[src/rtl/keypad_scan.sv]
// 3x4 matrix keypad scanner: column rotation, debounce, one-cycle key strobes.
// Optional auto-repeat of held digit keys when KEY_REPEAT_EN is defined.
module keypad_scan #(
  parameter int SCAN_DIV      = 2,
  parameter int DEBOUNCE_CNT  = 20,
  parameter int REPEAT_DELAY  = 500,
  parameter int REPEAT_PERIOD = 200
) (
  input  logic       clk,
  input  logic       rst,
  input  logic [3:0] keypad_row,
  output logic [2:0] keypad_col,
  output logic [9:0] num_input,
  output logic       set_time,
  output logic       clr_key,
  output logic       key_held
);

  localparam int DW = $clog2(SCAN_DIV);
  localparam int CW = $clog2(DEBOUNCE_CNT + 1);

  typedef enum logic [1:0] {SCAN, DEBOUNCE, PRESSED, RELEASE} state_t;

  state_t        state_q, state_d;
  logic [3:0]    row_meta_q, rs_q;
  logic [2:0]    colp1_q, colp2_q;
  logic [2:0]    col_q, col_d;
  logic [DW-1:0] div_q, div_d;
  logic [CW-1:0] cnt_q, cnt_d, cnt_inc;
  logic [3:0]    code_q, code_d;
  logic [9:0]    num_q, num_d;
  logic          set_q, set_d;
  logic          clr_q, clr_d;
  logic          held_q, held_d;

  // Decoded key for the captured row code and the frozen column
  logic       row_one;
  logic [1:0] row_idx, col_idx;
  logic [9:0] dig_oh;
  logic       is_hash, is_star;
  logic       settled;

`ifdef KEY_REPEAT_EN
  localparam int RMAX = (REPEAT_DELAY > REPEAT_PERIOD) ? REPEAT_DELAY : REPEAT_PERIOD;
  localparam int RW   = $clog2(RMAX + 1);
  logic [RW-1:0] rep_cnt_q, rep_cnt_d, rep_inc;
  logic          rep_first_q, rep_first_d;
  logic [9:0]    rep_dig_q, rep_dig_d;
`endif

  always_comb begin
    row_one = 1'b1;
    row_idx = 2'd0;
    case (code_q)
      4'b1110: row_idx = 2'd0;
      4'b1101: row_idx = 2'd1;
      4'b1011: row_idx = 2'd2;
      4'b0111: row_idx = 2'd3;
      default: row_one = 1'b0;
    endcase
    case (col_q)
      3'b101:  col_idx = 2'd1;
      3'b011:  col_idx = 2'd2;
      default: col_idx = 2'd0;
    endcase
    dig_oh  = '0;
    is_hash = 1'b0;
    is_star = 1'b0;
    case ({row_idx, col_idx})
      4'b00_00: dig_oh[1] = 1'b1;
      4'b00_01: dig_oh[2] = 1'b1;
      4'b00_10: dig_oh[3] = 1'b1;
      4'b01_00: dig_oh[4] = 1'b1;
      4'b01_01: dig_oh[5] = 1'b1;
      4'b01_10: dig_oh[6] = 1'b1;
      4'b10_00: dig_oh[7] = 1'b1;
      4'b10_01: dig_oh[8] = 1'b1;
      4'b10_10: dig_oh[9] = 1'b1;
      4'b11_00: is_star   = 1'b1;
      4'b11_01: dig_oh[0] = 1'b1;
      4'b11_10: is_hash   = 1'b1;
      default: ;
    endcase
  end

  // rs lags the column drive by two cycles; colp2 is the column rs belongs to
  assign settled = (colp2_q == col_q);
  assign cnt_inc = (cnt_q >= CW'(DEBOUNCE_CNT)) ? cnt_q : cnt_q + CW'(1);

`ifdef KEY_REPEAT_EN
  assign rep_inc = (rep_cnt_q >= RW'(RMAX)) ? rep_cnt_q : rep_cnt_q + RW'(1);
`endif

  always_comb begin
    state_d = state_q;
    col_d   = col_q;
    div_d   = div_q;
    cnt_d   = cnt_q;
    code_d  = code_q;
    num_d   = '0;
    set_d   = 1'b0;
    clr_d   = 1'b0;
`ifdef KEY_REPEAT_EN
    rep_cnt_d   = rep_cnt_q;
    rep_first_d = rep_first_q;
    rep_dig_d   = rep_dig_q;
`endif
    case (state_q)
      SCAN: begin
        if (rs_q != 4'hF) begin
          state_d = DEBOUNCE;
          code_d  = rs_q;
          cnt_d   = CW'(1);
          col_d   = colp2_q;
          div_d   = '0;
        end else if (div_q == DW'(SCAN_DIV - 1)) begin
          div_d = '0;
          col_d = {col_q[1:0], col_q[2]};
        end else begin
          div_d = div_q + DW'(1);
        end
      end
      DEBOUNCE: begin
        // Samples still in flight from another column are neither counted nor fatal
        if (settled) begin
          if (rs_q != code_q) begin
            state_d = SCAN;
            cnt_d   = '0;
            code_d  = 4'hF;
          end else begin
            cnt_d = cnt_inc;
            if (cnt_inc >= CW'(DEBOUNCE_CNT)) begin
              state_d = PRESSED;
              cnt_d   = '0;
              if (row_one) begin
                num_d = dig_oh;
                set_d = is_hash;
                clr_d = is_star;
              end
`ifdef KEY_REPEAT_EN
              rep_cnt_d   = '0;
              rep_first_d = 1'b0;
              rep_dig_d   = row_one ? dig_oh : '0;
`endif
            end
          end
        end
      end
      PRESSED: begin
        if (rs_q == 4'hF) begin
          state_d = RELEASE;
          cnt_d   = CW'(1);
        end
`ifdef KEY_REPEAT_EN
        if (rep_dig_q != '0) begin
          if ((!rep_first_q && rep_inc == RW'(REPEAT_DELAY)) ||
              (rep_first_q && rep_inc == RW'(REPEAT_PERIOD))) begin
            num_d       = rep_dig_q;
            rep_cnt_d   = '0;
            rep_first_d = 1'b1;
          end else begin
            rep_cnt_d = rep_inc;
          end
        end
`endif
      end
      RELEASE: begin
        if (rs_q != 4'hF) begin
          state_d = PRESSED;
          cnt_d   = '0;
        end else begin
          cnt_d = cnt_inc;
          if (cnt_inc >= CW'(DEBOUNCE_CNT)) begin
            state_d = SCAN;
            cnt_d   = '0;
            code_d  = 4'hF;
            div_d   = '0;
          end
        end
      end
      default: state_d = SCAN;
    endcase
    held_d = (state_d == PRESSED) || (state_d == RELEASE);
  end

  always_ff @(posedge clk or posedge rst) begin
    if (rst) begin
      state_q    <= SCAN;
      row_meta_q <= 4'hF;
      rs_q       <= 4'hF;
      colp1_q    <= 3'b110;
      colp2_q    <= 3'b110;
      col_q      <= 3'b110;
      div_q      <= '0;
      cnt_q      <= '0;
      code_q     <= 4'hF;
      num_q      <= '0;
      set_q      <= 1'b0;
      clr_q      <= 1'b0;
      held_q     <= 1'b0;
    end else begin
      state_q    <= state_d;
      row_meta_q <= keypad_row;
      rs_q       <= row_meta_q;
      colp1_q    <= col_q;
      colp2_q    <= colp1_q;
      col_q      <= col_d;
      div_q      <= div_d;
      cnt_q      <= cnt_d;
      code_q     <= code_d;
      num_q      <= num_d;
      set_q      <= set_d;
      clr_q      <= clr_d;
      held_q     <= held_d;
    end
  end

`ifdef KEY_REPEAT_EN
  always_ff @(posedge clk or posedge rst) begin
    if (rst) begin
      rep_cnt_q   <= '0;
      rep_first_q <= 1'b0;
      rep_dig_q   <= '0;
    end else begin
      rep_cnt_q   <= rep_cnt_d;
      rep_first_q <= rep_first_d;
      rep_dig_q   <= rep_dig_d;
    end
  end
`endif

  assign keypad_col = col_q;
  assign num_input  = num_q;
  assign set_time   = set_q;
  assign clr_key    = clr_q;
  assign key_held   = held_q;

endmodule

[config.mk]
export PLATFORM = sky130hd
export DESIGN_NAME = keypad_scan
export DESIGN_NICKNAME = d
export VERILOG_FILES = /design/src/rtl/keypad_scan.sv
export SDC_FILE = /design/constraint.sdc
export NUM_CORES = 1
export LEC_CHECK = 0
export BUFFER_PORTS_ARGS = -buffer_cell sky130_fd_sc_hd__buf_2
export CAP_MARGIN = 0
export CORE_MARGIN = 4
export CORE_UTILIZATION = 39
export CTS_BUF_LIST = sky130_fd_sc_hd__clkbuf_4 sky130_fd_sc_hd__clkbuf_8
export DETAILED_ROUTE_END_ITERATION = 12
export SLEW_MARGIN = 40
export SYNTH_ARGS = -nofsm -noshare
export SYNTH_HDL_FRONTEND = slang
export SYNTH_SLANG_ARGS = --single-unit
export TNS_END_PERCENT = 1
[constraint.sdc]
create_clock -name clk -period 4.3 [get_ports clk]
set_clock_uncertainty 0.2 [all_clocks]
set_input_delay 0.215 -clock clk [delete_from_list [all_inputs] [get_ports clk]]
set_output_delay 0.215 -clock clk [all_outputs]
set_load 0.1 [all_outputs]
==> out/results.md <==
| Group | Parameter | Value |
| --- | --- | --- |
| critical path | Maximum net fanout on the critical path | 21 |
| global routing | Largest net degree at the start of global routing | 42 |
| clocking | H-tree levels | 2 |
| synthesis | Post-synthesis async set-or-reset flop share | 100% |
| critical path | Critical path required time | 3.88 ns |
| global routing | Via count of the first global-routing pass | 1369 |
| clocking | Clock tree root buffer cell | sky130_fd_sc_hd__clkbuf_8 |
| floorplanning | Height of the chip | 76.0 um |
| floorplanning | Boundary Pins | 22 |
| final layout | Count of inserted antenna diode cells | 0 |
| detailed routing | First-iteration detailed-routing DRC count | 71 |
| critical path | Cell family contributing the most delay on the critical path | flip-flops |
| synthesis | Library cell with the highest instance count after synthesis | sky130_fd_sc_hd__nor2_1 |
| critical path | Startpoint of the most critical setup path | state_q[1] |
| synthesis | Post-Syn Instances | 164 |
| timing | Slew at the pin with the worst max-slew slack | 0.710 ns |
| synthesis | Mean cell area of the mapped netlist | 11.0 um2 |
| timing | Period Utilization, post-route | 47.9% |
| final layout | Count of filler cells inserted in the layout | 419 |
| job | Reported max-cap violation count | 0 |
| detailed routing | Post-DR wirelength/cell | 14.3 um |
| critical path | Critical path arrival | 1.64 ns |
| critical path | Critical path's largest stage delay | 0.80 ns |
| place | Cells after DPL | 233 |
| floorplanning | Number of cell rows | 24 |
| place | DP HPWL | 2480 um |
| timing | Unrepaired setup endpoints after global routing | false |
| final layout | Count of placed standard cells in the final layout, fillers left out | 246 |
| final layout | NumNets Final | 201 |
| clocking | Clock edge transition at the registers on the reported setup and hold paths | 0.07 ns |
| detailed routing | Remaining antenna violation count after routing | 0 |
| floorplanning | Total die area | 0.00577 mm2 |
| timing | Fmax | 486 MHz |
| detailed routing | Via count normalized by instance count | 5.43 |
| power and ir drop | PD cells | 557 mW/mm2 |
| global routing | Global-route wire length before repair | 6310 um |
| clocking | Count of buffers added by post-CTS timing repair for setup | 0 |
| critical path | Cell with the largest stage delay on the worst path | sky130_fd_sc_hd__dfrtp_1 |
| synthesis | Syn_nets | 172 |
| global routing | Congestion Overflow GR | 0 |
| min path | Min-Delay Path Class | reg -> reg |
| synthesis | Share of the yosys chip area belonging to registers | 58.2% |
| detailed routing | 1st-pass router iterations | 4 |
| global routing | Global routing usage summed across all routing layers | 13.3% |
| timing | Relative max-transition margin | 52.6% |
| synthesis | Cell taking the most area after synthesis | sky130_fd_sc_hd__dfrtp_1 |
| critical path | CP bufs+invs | 1 |
| synthesis | Count of warnings emitted by yosys | 0 |
| critical path | Startpoint type of the worst setup path | register |
| final layout | Area Growth Syn to Fin | 15.1% |
| timing | Hold Fails Final Rpt | 0 |
| synthesis | Count of flip-flops with a built-in enable after synthesis | 0 |
| clocking | Clock sink total | 41 |
| timing | Min cycle time layout | 2.06 ns |
| floorplanning | Core outline area | 0.00441 mm2 |
| clocking | Clock latency on the worst-skew pair | 0.29 ns |
| critical path | Critical path capture point type | primary output |
| critical path | Sequence of cells on the critical path | buf_2 |
| synthesis | Largest cells by area after synthesis | sky130_fd_sc_hd__dfrtp_1 32%, sky130_fd_sc_hd__dfstp_2 26%, sky130_fd_sc_hd__nor2_1 5.0% |
| min path | Hold Path Origin | row_meta_q[0] |
| synthesis | Most instantiated flip-flop cell in the synthesis netlist | sky130_fd_sc_hd__dfrtp_1 |
| floorplanning | Die extent in x | 76.0 um |
| detailed routing | Final WL | 3510 um |
| synthesis | Top cell type's share of synthesized area | 31.9% |
| place | Count of input and output buffers | 21 |
| power and ir drop | Leakage power | 0.871 nW |
| synthesis | Netlist area before placement | 0.00180 mm2 |
| detailed routing | Remaining design rule violation count | 0 |
| power and ir drop | IR Drop Worst-Case VDD | 0.236 mV |
| synthesis | Number of library cell types mapped by synthesis | 39 |
| clocking | Clk buf depth | 2 |
| global routing | Initial antenna violation count | 0 |
| timing | Total of endpoints with negative setup slack in the final report | 0 |
| critical path | Critical path class | reg -> out |
| final layout | Area taken by flip-flops and latches | 0.00105 mm2 |
| detailed routing | Overall via count from detail_route | 1335 |
| synthesis | Commonest cells in the synthesized netlist | 24 x sky130_fd_sc_hd__nor2_1, 23 x sky130_fd_sc_hd__dfrtp_1, 18 x sky130_fd_sc_hd__dfstp_2 |
| synthesis | Number of storage elements in the synthesis netlist | 41 |
| run status | Outcome | finished clean |
| timing | Sum Neg Setup Slack | 0 ns |
| final layout | Fraction of layout cells with a size suffix above 1 | 28.4% |
| floorplanning | Effective utilization at floorplan | 40.8% |
| critical path | Reg2reg start | state_q[0] |
| timing | Count of pins over their slew limit | 0 |
| clocking | TritonCTS buffer count | 5 |
| place | Placer Congestion | 0.823 |
| final layout | Combined area of the multi-input logic cells | 672 um2 |
| clocking | TritonCTS clock tree | done |
final timing paths:
path	endpoint	slack, ns	depth (start not counted)
setup / recovery	key_held	2.24	1
hold / removal	rs_q[0]	0.16	0
setup reg to reg	code_q[2]	2.25	4
hold reg to reg	rs_q[0]	0.16	0
max in group asynchronous	rs_q[0]	3.15	4
min in group asynchronous	colp2_q[0]	0.38	4
area by class of cell:
type / count / area share (%)
Inverter: 10 / 1.81
Clock buffer: 7 / 4.04
Timing Repair Buffer: 27 / 7.84
Multi-Input combinational cell: 108 / 32.4
Clock inverter: 1 / 0.241
Tap cell: 52 / 3.14
Sequential cell: 41 / 50.5
worst register-to-register path, delay by kind of cell, from the launching register on:
| kind | cells | cell delay (ns) |
|---|---|---|
| AND/OR/NAND/NOR | 2 | 0.74 |
| flip-flops | 1 | 0.64 |
| buffers and inverters | 1 | 0.20 |
| AO/OA/AOI/OAI | 1 | 0.20 |
per-stage QoR:
step           setup slack (ns)  hold slack, ns  utilization [%]  power, mW  instance area [um2]
3_3_place_gp               2.30           0.121             43.8      0.894                 1940
2_1_floorplan              2.05          0.0195                -      0.838                 1800
3_5_place_dp               2.28           0.121             43.8      0.907                 1940
6_report                   2.24           0.156             47.0       1.16                 2070
4_1_cts                    2.24           0.157             47.0       1.16                 2070
5_1_grt                    2.07           0.161             47.0       1.23                 2070
cell families (layout without fill, tap and decap cells):
family / after synthesis / in the layout / synth area share, %
buf+inv: 15 / 45 / 4.58
flops: 41 / 41 / 58.2
xor+xnor: 8 / 8 / 3.89
fa+ha+maj: 2 / 2 / 1.39
simple gates: 59 / 59 / 16.7
compound gates: 39 / 39 / 15.3
layout by cell type, fill, tap and decap left out, types with 4 or more instances in the layout:
cell	netlist	final
sky130_fd_sc_hd__a21oi_1	10	10
sky130_fd_sc_hd__a41oi_1	4	4
sky130_fd_sc_hd__buf_2	2	21
sky130_fd_sc_hd__clkbuf_8	2	5
sky130_fd_sc_hd__dfrtp_1	23	23
sky130_fd_sc_hd__dfstp_2	18	18
sky130_fd_sc_hd__dlygate4sd3_1	0	5
sky130_fd_sc_hd__inv_1	10	10
sky130_fd_sc_hd__nand2_1	7	7
sky130_fd_sc_hd__nand3_1	7	7
sky130_fd_sc_hd__nand4_1	5	5
sky130_fd_sc_hd__nor2_1	24	24
sky130_fd_sc_hd__nor4_1	5	5
sky130_fd_sc_hd__o21ai_0	8	8
sky130_fd_sc_hd__o22ai_1	5	5
sky130_fd_sc_hd__xnor2_1	7	7
layer usage:
layer  part of all wire [%]  vias up  track usage (%)  routed length, um
li1                       -      645                -                  -
met1                     46      645             16.9               1600
met2                     46       38             20.2               1630
met3                    5.9        7             4.37                208
met4                    2.2        0             6.94                 76
met5                      0        -                0                  0
sequential cells by signal (all words and copies together), names as in the netlist:
signal and count:
row_meta_q 4, code_q 4, state_q 2, rs_q 4
clr_key 1, colp1_q 3, set_time 1, cnt_q 5
div_q 1, keypad_col 3, num_input 10, colp2_q 3
repair_timing:
item,CTS,global route
resized for setup,0,0
endpoints found under the hold margin,27,0
hold buffers,5,0
power by group:
part	internal, mW	total [mW]	switching (mW)
Combinational	0.127	0.349	0.222
Clock	0.126	0.249	0.123
Sequential	0.478	0.559	0.0809
Note: power is estimated with default switching activity, not from simulation.
